<file path="config.mk">
export PLATFORM = sky130hd
export DESIGN_NAME = rr_arbiter_4to1_flat
export DESIGN_NICKNAME = d
export VERILOG_FILES = /design/src/rtl/rr_arbiter_4to1_if.sv /design/src/rtl/rr_arbiter_4to1.sv /design/src/flat_wrapper.sv
export SDC_FILE = /design/constraint.sdc
export NUM_CORES = 1
export LEC_CHECK = 0
export CAP_MARGIN = 30
export CORE_MARGIN = 2
export CORE_UTILIZATION = 34
export DETAILED_ROUTE_END_ITERATION = 7
export GPL_TIMING_DRIVEN = 0
export PLACE_DENSITY = 0.73
export SYNTH_ARGS = -nofsm -noshare
export SYNTH_HDL_FRONTEND = slang
export SYNTH_SLANG_ARGS = --single-unit
</file>
<file path="constraint.sdc">
create_clock -name clk -period 1.6 [get_ports clk]
set_input_delay 0.16 -clock clk [delete_from_list [all_inputs] [get_ports clk]]
set_output_delay 0.16 -clock clk [all_outputs]
set_load 0.01 [all_outputs]
</file>
<file path="src/rtl/rr_arbiter_4to1_if.sv">
// Shared-channel bundle between four requesters and the round-robin arbiter.
// The master modport is the arbiter side; slave is the requester/consumer side.
interface rr_arbiter_4to1_if #(
  parameter int DW = 8
);
  logic [3:0]      req;
  logic [4*DW-1:0] in_data;
  logic            out_ready;
  logic [3:0]      gnt;
  logic [1:0]      sel;
  logic            out_valid;
  logic [DW-1:0]   out_data;
  logic            busy;

  modport master (
    input  req,
    input  in_data,
    input  out_ready,
    output gnt,
    output sel,
    output out_valid,
    output out_data,
    output busy
  );

  modport slave (
    output req,
    output in_data,
    output out_ready,
    input  gnt,
    input  sel,
    input  out_valid,
    input  out_data,
    input  busy
  );
endinterface

</file>
<file path="src/rtl/rr_arbiter_4to1.sv">
// Round-robin 4:1 arbiter with bounded hold per grant; gnt rises one clock after req.
// Backpressure: out_ready=0 stalls the current grant indefinitely, beats only count on valid&&ready.
module rr_arbiter_4to1 #(
  parameter int DW       = 8,
  parameter int MAX_HOLD = 4
) (
  input  logic               clk,
  input  logic               rst_n,
  rr_arbiter_4to1_if.master  bus
);

  localparam int HW = $clog2(MAX_HOLD + 1);
  localparam logic [HW-1:0] HOLD_LAST = HW'(MAX_HOLD - 1);

  localparam logic [0:0] IDLE  = 1'b0;
  localparam logic [0:0] GRANT = 1'b1;

  logic [0:0]    state, state_d;
  logic [1:0]    sel_q, sel_d;
  logic [1:0]    last_q, last_d;
  logic [3:0]    gnt_q, gnt_d;
  logic [HW-1:0] hold_cnt, hold_d;

  logic          busy;
  logic          out_valid;
  logic          beat;
  logic          rel_drop;
  logic          rel_hold;
  logic          release_now;
  logic [1:0]    arb_base;
  logic [2:0]    pick;

  // Returns {found, index}: first set bit scanning last+1, last+2, ... with last itself scanned last.
  function automatic logic [2:0] rr_pick(input logic [3:0] r, input logic [1:0] last);
    logic [2:0] res;
    logic [1:0] idx;
    res = 3'b000;
    for (int k = 4; k >= 1; k--) begin
      idx = last + 2'(k);
      if (r[idx]) begin
        res = {1'b1, idx};
      end
    end
    return res;
  endfunction

  function automatic logic [3:0] decode(input logic [1:0] s);
    logic [3:0] d;
    d = 4'b0000;
    d[s] = 1'b1;
    return d;
  endfunction

  assign busy        = (state == GRANT);
  assign out_valid   = busy && bus.req[sel_q];
  assign beat        = out_valid && bus.out_ready;
  assign rel_drop    = busy && !bus.req[sel_q];
  assign rel_hold    = beat && (hold_cnt == HOLD_LAST);
  assign release_now = rel_drop || rel_hold;

  // On release the old owner becomes "last", so it is only re-picked when nobody else asks.
  assign arb_base = busy ? sel_q : last_q;
  assign pick     = rr_pick(bus.req, arb_base);

  always_comb begin
    state_d = state;
    sel_d   = sel_q;
    last_d  = last_q;
    hold_d  = hold_cnt;
    case (state)
      IDLE: begin
        if (pick[2]) begin
          state_d = GRANT;
          sel_d   = pick[1:0];
          hold_d  = '0;
        end
      end
      GRANT: begin
        if (release_now) begin
          last_d = sel_q;
          if (pick[2]) begin
            sel_d  = pick[1:0];
            hold_d = '0;
          end else begin
            state_d = IDLE;
            hold_d  = '0;
          end
        end else if (beat) begin
          hold_d = hold_cnt + HW'(1);
        end
      end
      default: begin
        state_d = IDLE;
        hold_d  = '0;
      end
    endcase
    gnt_d = (state_d == GRANT) ? decode(sel_d) : 4'b0000;
  end

  always_ff @(posedge clk or negedge rst_n) begin
    if (!rst_n) begin
      state    <= IDLE;
      sel_q    <= 2'd0;
      last_q   <= 2'd3;
      gnt_q    <= 4'b0000;
      hold_cnt <= '0;
    end else begin
      state    <= state_d;
      sel_q    <= sel_d;
      last_q   <= last_d;
      gnt_q    <= gnt_d;
      hold_cnt <= hold_d;
    end
  end

  assign bus.gnt       = gnt_q;
  assign bus.sel       = sel_q;
  assign bus.busy      = busy;
  assign bus.out_valid = out_valid;
  assign bus.out_data  = busy ? bus.in_data[int'(sel_q)*DW +: DW] : '0;

endmodule
</file>
<file path="src/flat_wrapper.sv">
// flat-port wrapper written by rule: the top's interface ports become plain ports
module rr_arbiter_4to1_flat 
#(
  parameter int DW       = 8,
  parameter int MAX_HOLD = 4
)
  (clk, rst_n, bus_req, bus_in_data, bus_out_ready, bus_gnt, bus_sel, bus_out_valid, bus_out_data, bus_busy);
  rr_arbiter_4to1_if #(.DW(DW)) bus_i ();
  input  logic clk;
  input  logic rst_n;
  input wire logic [$bits(bus_i.req)-1:0] bus_req;
  input wire logic [$bits(bus_i.in_data)-1:0] bus_in_data;
  input wire logic [$bits(bus_i.out_ready)-1:0] bus_out_ready;
  output wire logic [$bits(bus_i.gnt)-1:0] bus_gnt;
  output wire logic [$bits(bus_i.sel)-1:0] bus_sel;
  output wire logic [$bits(bus_i.out_valid)-1:0] bus_out_valid;
  output wire logic [$bits(bus_i.out_data)-1:0] bus_out_data;
  output wire logic [$bits(bus_i.busy)-1:0] bus_busy;
  assign bus_i.req = bus_req;
  assign bus_i.in_data = bus_in_data;
  assign bus_i.out_ready = bus_out_ready;
  assign bus_gnt = bus_i.gnt;
  assign bus_sel = bus_i.sel;
  assign bus_out_valid = bus_i.out_valid;
  assign bus_out_data = bus_i.out_data;
  assign bus_busy = bus_i.busy;
  rr_arbiter_4to1 #(.DW(DW), .MAX_HOLD(MAX_HOLD)) u_core (.clk(clk), .rst_n(rst_n), .bus(bus_i));
endmodule
</file>
==> impl_summary.md <==
Clock network
Buffers inserted to repair hold after CTS numbered 0. The CTS H-tree depth is 1. The deepest clock path buffer count is 2. The total number of clock tree sinks is 12. Clock-pin slew was measured on the worst setup and hold paths at 0.07 ns. The number of buffers inserted during clock tree synthesis is 3. The tree is rooted in a sky130_fd_sc_hd__clkbuf_4. The clock tree from TritonCTS is done. The clock latency on the worst-skew pair is 0.27 ns.

Layout
The final net count is 206. The area growth from synthesis to layout is 93.2%. Leaving out fill and tap cells, the most frequent cells in the layout are sky130_fd_sc_hd__clkdlybuf4s50_1, sky130_fd_sc_hd__buf_6, sky130_fd_sc_hd__mux4_2, sky130_fd_sc_hd__dfrtp_1, sky130_fd_sc_hd__and2_4. The final design instance area without fill is 1900 um^2. The number of antenna diodes in the final layout is 0. The share of final-layout standard cells stronger than drive strength 1 is 43.3%.

The final core area utilization is 68.7%. The library cell used most frequently in the layout, excluding fill and tap cells, is sky130_fd_sc_hd__clkdlybuf4s50_1. The layout has 207 filler cells.

Place
The half-perimeter wire length after detailed placement is 2.14 mm. The count of buffers added on input and output ports is 54. At the end of routability-driven placement, the weighted congestion stood at 0.749. Once placement finished, the instance area stood at 1560 um^2.

STA
The worst path uses 114% of the clock period. For this run, the top clock speed supported by timing is about 550 MHz. The number of max-slew violations in the final report is 0.

The largest clock skew in the final design is 0.00217 ns. The slew at the pin with the worst max-slew slack is 0.513 ns. Summed over all failing endpoints, the final setup total negative slack is -3.05 ns. Setup repair after global routing could not meet its margin everywhere. Setup violations remaining at the end of the flow were counted as 20. Across all setup checks in the final design, the least slack found is -0.226 ns. The shortest period the worst path allows is around 1.8 ns. In this run the tightest slew margin relative to its limit is 65.7%. The hold violation total from the final report is 0. The worst-case hold slack is 0.224 ns.

Synth
The synthesized netlist occupies a cell area of 981 um^2. During synthesis, Yosys emitted a total of 0 warnings. The synthesized area per cell is 11.0 um^2. Counting every instance in the synthesized netlist gives 89. For this run, the leading register cell type out of synthesis is sky130_fd_sc_hd__dfrtp_1.

Sequential elements use 30.9% of the synthesized area. The number of synthesized register bits is 12. The number of nets in the synthesized netlist is 130.

Counting flops with a built-in enable in the synthesized netlist gives 0. In the synthesized netlist the async set-or-reset flop fraction comes to 100%. After synthesis, the netlist uses 36 different library cells.

Floorplanning
The number of rows in the core area is 19. The die outline height is 57.7 um. The floorplan die width is around 58 um. The starting density of the core is 35.6%. The floorplan die area is 3330 um^2.

Pin placement for this block handled 55 I/O pins. The region available for standard cell placement spans 2760 um^2.

Drt
The total detailed-routing wirelength is 3.27 mm. The first TritonRoute pass finished after 4 iterations. For this block, the initial DRC count from the detailed router was 19. The number of remaining DRC errors is 0. The number of routed nets with antenna violations is 0.

The total vias in the final route is 1051. The routed via count divided by cell count is approximately 5.4. Dividing the detail-routed wire length by the instance count gives approximately 17 um.

Min path
The type of the worst min-delay path is in -> async.

Critical path
The kind of launch point of the worst setup path is a register. The worst setup path is captured at an output port. In this run the worst path has a maximum fanout of 6. Data on the critical path is required at its endpoint by 1.44 ns. The worst setup path is of the reg -> out kind. The arrival time at the worst endpoint is 1.67 ns.

Flow run
The tool flagged a number of max-cap violations equal to 0.

Global route
The total grt overflow is 0. Entering global routing, the biggest net connects 13 pins. The number of global-route vias before repair is 1074. The initial antenna violation count came to 0.

The first global-routing pass estimated between 4 and 5 mm of wire. The aggregate global-route resource usage is between 10% and 20%.

Power
VDD sags by at most 0.00109 V. The cell leakage power is 0.000811 uW. The power density over the cells is around 1700 nW/um^2.

Outcome
The final reports fail on setup timing. The run finished, with violations left.
==> routing by layer <==
metal  global-route usage, %  part of all wire [%]  vias to the layer above
met5                       0                     0                        -
met3                    4.02                   8.9                       11
met4                    7.31                   2.4                        0
li1                        -                     -                      484
met2                    31.7                    50                       58
met1                    21.8                    39                      498
==> through the flow <==
stage | cells | setup WS (ns) | power [uW]
final | 195 | -0.226 | 3230
after global routing | 195 | -0.289 | 3430
after CTS | 193 | -0.212 | 2880
after detailed placement | 174 | -0.487 | 2200
after global placement | 174 | -0.494 | 2170
after floorplan | 89 | -0.101 | 1560
==> flip-flops by register name (all words and copies together), names as in the netlist <==
signal,cells
u_core.last_q,2
u_core.bus.gnt,4
u_core.bus.sel,2
u_core.hold_cnt,3
u_core.bus.busy,1
==> report_power, final <==
group          switching (uW)  leakage (uW)  internal, uW
combinational             910      0.000646          1560
sequential               76.3      0.000144           448
clock                     100     0.0000210           138
==> critical path: stages, from the launching register on <==
cell	delay, ns
sky130_fd_sc_hd__dfrtp_2	0.39
sky130_fd_sc_hd__buf_8	0.14
sky130_fd_sc_hd__buf_12	0.11
sky130_fd_sc_hd__mux4_2	0.50
sky130_fd_sc_hd__and2_4	0.15
sky130_fd_sc_hd__buf_6	0.11
==> cells in the mapped netlist, drive strengths merged (3+ instances only) <==
library cell	n	share of area [%]
mux4	9	21
and2	9	5.7
nand3	3	1.5
o21ai	5	2.9
inv	5	1.9
nand2	3	1.1
nor2	4	2.3
buf	5	3.8
dfrtp	10	26
mux2i	6	6.1
nor2b	3	1.9
==> cells by family after synthesis <==
logic type,share of synthesized area (%)
adders and majority gates,2.55
AOI/OAI and AO/OA,9.57
buffers and inverters,6.12
muxes,29.1
and+or+nand+nor,21.8
DFF,30.9
==> layout make-up <==
type                            count  area [um^2]  share of cell area (%)
Clock buffer                        4         36.3                    1.91
Sequential cell                    12          304                    16.0
Tap cell                           31         38.8                    2.05
Multi-Input combinational cell     66          718                    37.9
Inverter                            5         18.8                   0.990
Buffer                              6         62.6                    3.30
Timing Repair Buffer               71          717                    37.8
==> timing repair <==
| item | 4_1_cts | 5_1_grt |
|---|---|---|
| resized for setup | 63 | 23 |
| pin swaps | 14 | 3 |
| endpoints found under the setup margin | 19 | 20 |
| setup buffers | 14 | 3 |
| cloned | 1 | 0 |
==> path summary, 6_finish.rpt <==
check	startpoint	end	slack, ns	cells after the start
min in group clk	u_core.hold_cnt[1]$_DFFE_PN0P_	u_core.hold_cnt[1]$_DFFE_PN0P_	0.54	2
worst min register to register	u_core.hold_cnt[1]$_DFFE_PN0P_	u_core.hold_cnt[1]$_DFFE_PN0P_	0.54	2
worst min-delay path	rst_n	u_core.bus.busy$_DFF_PN0_	0.22	1
worst max-delay path	u_core.bus.sel[0]$_DFF_PN0_	bus_out_data[4]	-0.23	5
worst max register to register	u_core.bus.sel[1]$_DFF_PN0_	u_core.bus.sel[0]$_DFF_PN0_	-0.22	7
max in group asynchronous	rst_n	u_core.bus.sel[0]$_DFF_PN0_	1.00	1
(Power assumes the default switching activity.)
